## src/rtl/fifo_sync_lvl.sv

```systemverilog
// Single-clock FIFO with occupancy level, almost-full/almost-empty thresholds,
// sticky overflow/underflow and synchronous flush. Define FIFO_FWFT_EN for first-word-fall-through reads.
module fifo_sync_lvl #(
  parameter int DATASIZE   = 8,
  parameter int ADDRSIZE   = 4,
  parameter int AFULL_THR  = 12,
  parameter int AEMPTY_THR = 2
) (
  input  logic                clk,
  input  logic                rst_n,
  input  logic                clr,
  input  logic                winc,
  input  logic [DATASIZE-1:0] wdata,
  input  logic                rinc,
  output logic [DATASIZE-1:0] rdata,
  output logic                wfull,
  output logic                rempty,
  output logic                walmost_full,
  output logic                ralmost_empty,
  output logic [ADDRSIZE:0]   level,
  output logic                overflow,
  output logic                underflow
);

  localparam int DEPTH = 1 << ADDRSIZE;
  localparam logic [ADDRSIZE:0] LP_DEPTH  = (ADDRSIZE+1)'(DEPTH);
  localparam logic [ADDRSIZE:0] LP_AFULL  = (ADDRSIZE+1)'(AFULL_THR);
  localparam logic [ADDRSIZE:0] LP_AEMPTY = (ADDRSIZE+1)'(AEMPTY_THR);
  localparam logic [ADDRSIZE:0] LP_ONE    = (ADDRSIZE+1)'(1);

  if (AFULL_THR < 1 || AFULL_THR > DEPTH) begin : g_bad_afull
    $error("fifo_sync_lvl: AFULL_THR=%0d outside 1..%0d", AFULL_THR, DEPTH);
  end
  if (AEMPTY_THR < 0 || AEMPTY_THR > DEPTH - 1) begin : g_bad_aempty
    $error("fifo_sync_lvl: AEMPTY_THR=%0d outside 0..%0d", AEMPTY_THR, DEPTH - 1);
  end

  logic [DATASIZE-1:0] r_mem [DEPTH];
  logic [ADDRSIZE:0]   r_wptr, r_rptr, r_level;
  logic                r_wfull, r_rempty, r_afull, r_aempty, r_ovf, r_udf;

  logic                w_wr_acc, w_rd_acc, w_wr_rej, w_rd_rej;
  logic [ADDRSIZE:0]   w_wptr_nx, w_rptr_nx, w_level_nx;

  // Flush dominates: while clr is high no request is accepted or flagged.
  assign w_wr_acc = winc & ~r_wfull  & ~clr;
  assign w_rd_acc = rinc & ~r_rempty & ~clr;
  assign w_wr_rej = winc &  r_wfull  & ~clr;
  assign w_rd_rej = rinc &  r_rempty & ~clr;

  assign w_wptr_nx  = clr ? '0 : (w_wr_acc ? r_wptr + LP_ONE : r_wptr);
  assign w_rptr_nx  = clr ? '0 : (w_rd_acc ? r_rptr + LP_ONE : r_rptr);
  assign w_level_nx = w_wptr_nx - w_rptr_nx;

  // NOTE: storage has no reset so it maps onto plain RAM; pointers alone define validity.
  always_ff @(posedge clk) begin
    if (w_wr_acc) r_mem[r_wptr[ADDRSIZE-1:0]] <= wdata;
  end

  // NOTE: all state updates are non-blocking so every register samples pre-edge values.
  always_ff @(posedge clk or negedge rst_n) begin
    if (!rst_n) begin
      r_wptr   <= '0;
      r_rptr   <= '0;
      r_level  <= '0;
      r_wfull  <= 1'b0;
      r_rempty <= 1'b1;
      r_afull  <= 1'b0;
      r_aempty <= 1'b1;
      r_ovf    <= 1'b0;
      r_udf    <= 1'b0;
    end else begin
      r_wptr   <= w_wptr_nx;
      r_rptr   <= w_rptr_nx;
      r_level  <= w_level_nx;
      r_wfull  <= (w_level_nx == LP_DEPTH);
      r_rempty <= (w_level_nx == '0);
      r_afull  <= (w_level_nx >= LP_AFULL);
      r_aempty <= (w_level_nx <= LP_AEMPTY);
      r_ovf    <= clr ? 1'b0 : (r_ovf | w_wr_rej);
      r_udf    <= clr ? 1'b0 : (r_udf | w_rd_rej);
    end
  end

`ifdef FIFO_FWFT_EN
  // Head word is presented directly; forced to zero while empty so reset reads zero.
  assign rdata = r_rempty ? '0 : r_mem[r_rptr[ADDRSIZE-1:0]];
`else
  logic [DATASIZE-1:0] r_rdata;

  always_ff @(posedge clk or negedge rst_n) begin
    if (!rst_n)        r_rdata <= '0;
    else if (w_rd_acc) r_rdata <= r_mem[r_rptr[ADDRSIZE-1:0]];
  end

  assign rdata = r_rdata;
`endif

  assign wfull         = r_wfull;
  assign rempty        = r_rempty;
  assign walmost_full  = r_afull;
  assign ralmost_empty = r_aempty;
  assign level         = r_level;
  assign overflow      = r_ovf;
  assign underflow     = r_udf;

endmodule

```

## config.mk

```make
export PLATFORM = sky130hd
export DESIGN_NAME = fifo_sync_lvl
export DESIGN_NICKNAME = d
export VERILOG_FILES = /design/src/rtl/fifo_sync_lvl.sv
export SDC_FILE = /design/constraint.sdc
export NUM_CORES = 1
export LEC_CHECK = 0
export BUFFER_PORTS_ARGS = -buffer_cell sky130_fd_sc_hd__buf_2
export CAP_MARGIN = 20
export CORE_ASPECT_RATIO = 0.8
export CORE_MARGIN = 2
export CORE_UTILIZATION = 50
export DETAILED_ROUTE_END_ITERATION = 10
export GPL_TIMING_DRIVEN = 0
export PLACE_DENSITY = 0.67
export REMOVE_ABC_BUFFERS = 1
export SYNTH_ARGS = -nofsm -noshare
export SYNTH_HDL_FRONTEND = slang
export SYNTH_SLANG_ARGS = --single-unit
```

## constraint.sdc

```tcl
create_clock -name clk -period 3.24 [get_ports clk]
set_input_delay 0.324 -clock clk [delete_from_list [all_inputs] [get_ports clk]]
set_output_delay 0.324 -clock clk [all_outputs]
set_load 0.01 [all_outputs]
```

# == After elaboration in Yosys (flattened, before gate mapping) ==
# Memories as Yosys holds them, arrays and structs flattened. A register that Yosys moved wholly into a read port is not among the register bits.
# Index checks and enable logic that the tools add are counted.
# totals
reg_bits,21
ram_bits,128
input_bits,13
output_inout_bits,19
mem_count,1
# op_classes
add_sub_neg,3
magnitude_cmp,2
eq_ne,1
mux,8
bitwise,13
reduce_logical,2
# memory_table
memory,depth,width,rd,rd_ports_with_merged_regs,wr,line_no,rtl
r_mem,16,8,1,1,1,38,logic [DATASIZE-1:0] r_mem [DEPTH];
# ops
operator,n
2-to-1 mux 5 bit,4
adder 5 x 1 -> 5 bit (second input constant),2
AND 1 bit,8
== test 5 bit (second input constant),1
greater-or-equal comparator 5 x 4 -> 1 bit (second input constant),1
<= comparator 5 x 2 -> 1 bit (second input constant),1
logical NOT 5 bit,1
subtractor 5 bit,1
2-to-1 mux 1 bit,4
inverter 1 bit,3
bitwise OR 1 bit,2
logical NOT 1 bit,1

# == Depth between registers and ports, before layout ==
# depth
depth_word,7
depth_mapped,12
ltp_nobuf,11

# == Least setup slack after synthesis ==
# OpenSTA, ideal clock, no wires.
# synth_path
kind,reg2reg
startpoint,register r_rptr[1]
endpoint,"register r_wfull, in the netlist wfull"
setup_ps,66
t_arrival_ps,2611
required_time_ps,3174
setup_slack_ps,563
path_stages_with_launch,13
path_buffers,3
synth_period_minus_slack_ps,2677
path_cell_list,dfrtp_1 -> buf_2 -> buf_2 -> buf_2 -> mux2i_1 -> or2_2 -> inv_1 -> fa_1 -> nor2b_1 -> o21ai_0 -> o311ai_0 -> nor3_1 -> o21ba_1
# synth_via
elab_chain_len,5
# synth_rtl
element,line_no,rtl
"start, declared",39,"logic [ADDRSIZE:0] r_wptr, r_rptr, r_level;"
"start signal, assigned",74,r_rptr <= w_rptr_nx;
adder 5 x 1 -> 5 bit,52,assign w_rptr_nx = clr ? '0 : (w_rd_acc ? r_rptr + LP_ONE : r_rptr);
2-to-1 mux 5 bit (*) (2 in series),52,
net w_rptr_nx[1],43,"logic [ADDRSIZE:0] w_wptr_nx, w_rptr_nx, w_level_nx;"
subtractor 5 bit (*),53,assign w_level_nx = w_wptr_nx - w_rptr_nx;
== test 5 bit (*),76,r_wfull <= (w_level_nx == LP_DEPTH);
"end signal, assigned",76,
"end, declared",40,"logic r_wfull, r_rempty, r_afull, r_aempty, r_ovf, r_udf;"
# The timed path passes the listed nets; every way through them passes the cells marked *.

# == Final worst setup path ==
# layout_path
startpoint,register r_rptr[1]
endpoint,"register r_wfull, in the netlist wfull"
# layout_via
elab_chain_len,5
# layout_rtl
element,line_no
adder 5 x 1 -> 5 bit,52
2-to-1 mux 5 bit (*) (2 in series),52
subtractor 5 bit (*),53
== test 5 bit (*),76
# Mark *: on every way between the ends. The rest lies on a longest branch, timed or not.

==> results_dict.tcl <==
set metrics [dict create \
    outcome "completed" \
    stdcell_area_sq_um 7400 \
    yosys.area.top_type "edfxtp_1" \
    worst_r2r_path_depth 10 \
    crit_arrival_ps 3430 \
    synth_top_cell_area_share_pct 60.4 \
    synth_top_family_by_area "multiplexers" \
    first_pass_iters 4 \
    via_per_inst 5.76 \
    slew_viol_final 0 \
    ys_types 49 \
    synth_area_sq_um 6360 \
    gpl.final_weighted_congestion 0.734 \
    synth_compound_area_share_pct 5.35 \
    yosys-top-cells-count "edfxtp_1 (128), mux4_2 (32), dfrtp_1 (27)" \
    die_w_um 130 \
    antenna_cells 0 \
    cts_tree "done" \
    post-route-drc-count 0 \
    worstReg2RegEnd "wfull" \
    syn_inst 346 \
    htreeDepth 4 \
    switching_power_mw 1.22 \
    finClkSkew_ps 10.5 \
    wire_per_inst_um 22.1 \
    finalHoldViolCount 0 \
    fin_util_pct 60.1 \
    cts_buffers 17 \
    fin_crit_ps 3090 \
    power_frac_comb_pct 12.8 \
    synth_xor_area_share_pct 0.964 \
    final_layout_size_suffix_gt1_share_pct 28.6 \
    drt_iter0_markers 314 \
    crit_type "reg2reg" \
    synthAdderAreaFrac_pct 2.08 \
    wl_met2_mm 5.93 \
    io_pins 32 \
    grt_use_total_pct 20.0 \
    initial_core_util_pct 51.7 \
    ir_drop_uv 392 \
    start_kind "flop" \
    whs_endpoint "overflow" \
    grt_pass1_wl_mm 19.1 \
    wirelength_mm 12.6 \
    ys_seq_area_share_pct 71.9 \
    clock-root-buffer "clkbuf_16" \
    synth_mux_area_share_pct 11.5 \
    synth-main-ff-cell "edfxtp_1" \
    antenna_left 0 \
    placed_area_sq_um 6670 \
    timing.hold.ws_ps 181 \
    async_flop_share_pct 18.5 \
    cp_data_required_time_ps 3580 \
    nets 408 \
    clockBufferDepth 2 \
    worstSkewPairLatency_ps 420 \
    port_buffers 31 \
    overflow 0 \
    timing.rr.start "r_rptr[1]" \
    yosysMostFrequentCell "edfxtp_1" \
    clkPwrFrac_pct 42.0 \
    dieArea_sq_um 13600 \
    clock-sinks 157 \
    met1Wirelength_mm 5.87 \
    ys_warn_count 0 \
    cts.clk_slew.worst_paths_ps 60 \
    ys_ff_latch 157 \
    worstSetupEndpointType "flop" \
    post-route-period-util_pct 95.3 \
    p_leak_nw 2.63 \
    setup_viol 0 \
    p_seq_share_pct 45.3 \
    grt_max_degree 30 \
    routed.top_layer "met4" \
    synthTopCellsByArea "edfxtp_1 (60%), mux4_2 (11%), dfrtp_1 (11%), ha_1 (1.8%), and2_1 (1.7%)" \
    whs_path_depth 3 \
    rsz0062_at_grt "no" \
    finalPower_mw 5.26 \
    p_per_area_nw_per_um2 712 \
    reg2reg_setup_slack_ps 150 \
    place_hpwl_mm 7.50 \
    hp-class "in2reg" \
    wl_met3_um 651 \
    cp_max_fo 19 \
    die_h_um 105 \
    relSlewSlack_pct 45.9 \
    synth_edf_count 128 \
    p_int_mw 4.04 \
    syn-mean-instance-area_sq_um 18.4 \
    core_area_sq_um 12300 \
    fmax_mhz 324 \
    synth_simple_gate_area_share_pct 6.33 \
    rows 36 \
    worstHoldStart "winc" \
    routed-via-count 3278 \
    p_sw_share_pct 23.2 \
    maxCapViolCount 0 \
    antenna_found_initial 0 \
    worst-slew-pin-transition_ps 810 \
    grt_pass1_vias 3239 \
    setup_tns_ps 0 \
    area_growth_pct 16.2 \
]
[worst max path at each step]
| stage | start | endpoint | slack (ps) | cells after the start |
|---|---|---|---|---|
| 2_1_floorplan | r_rptr[0] | wfull | -620 | 10 |
| 3_3_place_gp | r_rptr[0] | wfull | -1580 | 10 |
| 3_5_place_dp | r_rptr[1] | wfull | -550 | 10 |
| 4_1_cts | rempty | wfull | 110 | 11 |
| 5_1_grt | r_rptr[1] | wfull | 5 | 10 |
| 6_report | r_rptr[1] | wfull | 150 | 10 |
[cells in the final DEF (no fill, tap or decap), types with 9 or more instances in the layout]
| master | Yosys | layout |
|---|---|---|
| edfxtp_1 | 128 | 128 |
| mux4_2 | 32 | 32 |
| buf_2 | 4 | 31 |
| dfrtp_1 | 27 | 25 |
| and2_1 | 17 | 17 |
| clkbuf_16 | 0 | 17 |
| nor2_1 | 13 | 13 |
| inv_1 | 11 | 11 |
| nand2_1 | 9 | 9 |
| ha_1 | 9 | 9 |
[state kept, by name (all words and copies together), names as in the netlist]
signal / count
r_wptr: 5
underflow: 1
rdata: 8
r_rptr: 5
ralmost_empty: 1
walmost_full: 1
wfull: 1
overflow: 1
rempty: 1
level: 5
r_mem: 128
[through the flow]
stage,instances,worst slack (ps)
6_report,569,153
4_1_cts,569,105
3_5_place_dp,534,-547
3_3_place_gp,533,-1580
5_1_grt,569,4.89
2_1_floorplan,331,-617
[area by class of cell]
class | count | area, sq um
clock buffers | 19 | 453
clock inverters | 13 | 213
fillers | 903 | 4900
inverters | 11 | 41.3
multi-input cells | 163 | 1680
flip-flops and latches | 157 | 4580
well taps | 171 | 214
repair buffers | 35 | 220
[layer usage]
metal	global-route usage, %	up-vias
li1	-	1454
met1	30.2	1723
met2	28.9	91
met3	5.63	10
met4	5.07	0
met5	0	-
[critical path: stages, from the launching register on]
cell and delay (ps):
dfrtp_4 650, ha_1 270, nand3b_4 110, xor2_1 150, or2_2 300, ha_1 310, nor2b_1 140, o21ai_1 310
o311ai_0 230, nor3_2 290, o21ba_1 230
[logic make-up after synthesis]
family / after synthesis
mux: 33
flops: 157
fa+ha+maj: 10
buf+inv: 26
simple gates: 70
xor+xnor: 7
compound gates: 43
[power by group through the flow]
stage	registers (mW)	clock network, mW	logic (mW)
floorplan	2.50	0	0.331
global placement	2.47	0	0.598
detailed placement	2.45	0	0.631
CTS	2.39	2.24	0.679
global route	2.40	2.32	0.744
finish	2.38	2.21	0.671
[repair_timing]
action | 4_1_cts | 5_1_grt
resized for setup | 4 | 1
endpoints found under the setup margin | 5 | 4
pin swaps | 0 | 0
setup buffers | 2 | 0
endpoints found under the hold margin | 27 | 0
hold buffers | 1 | 0
gates cloned | 0 | 0
No activity file was read; power rests on OpenSTA's default activity.
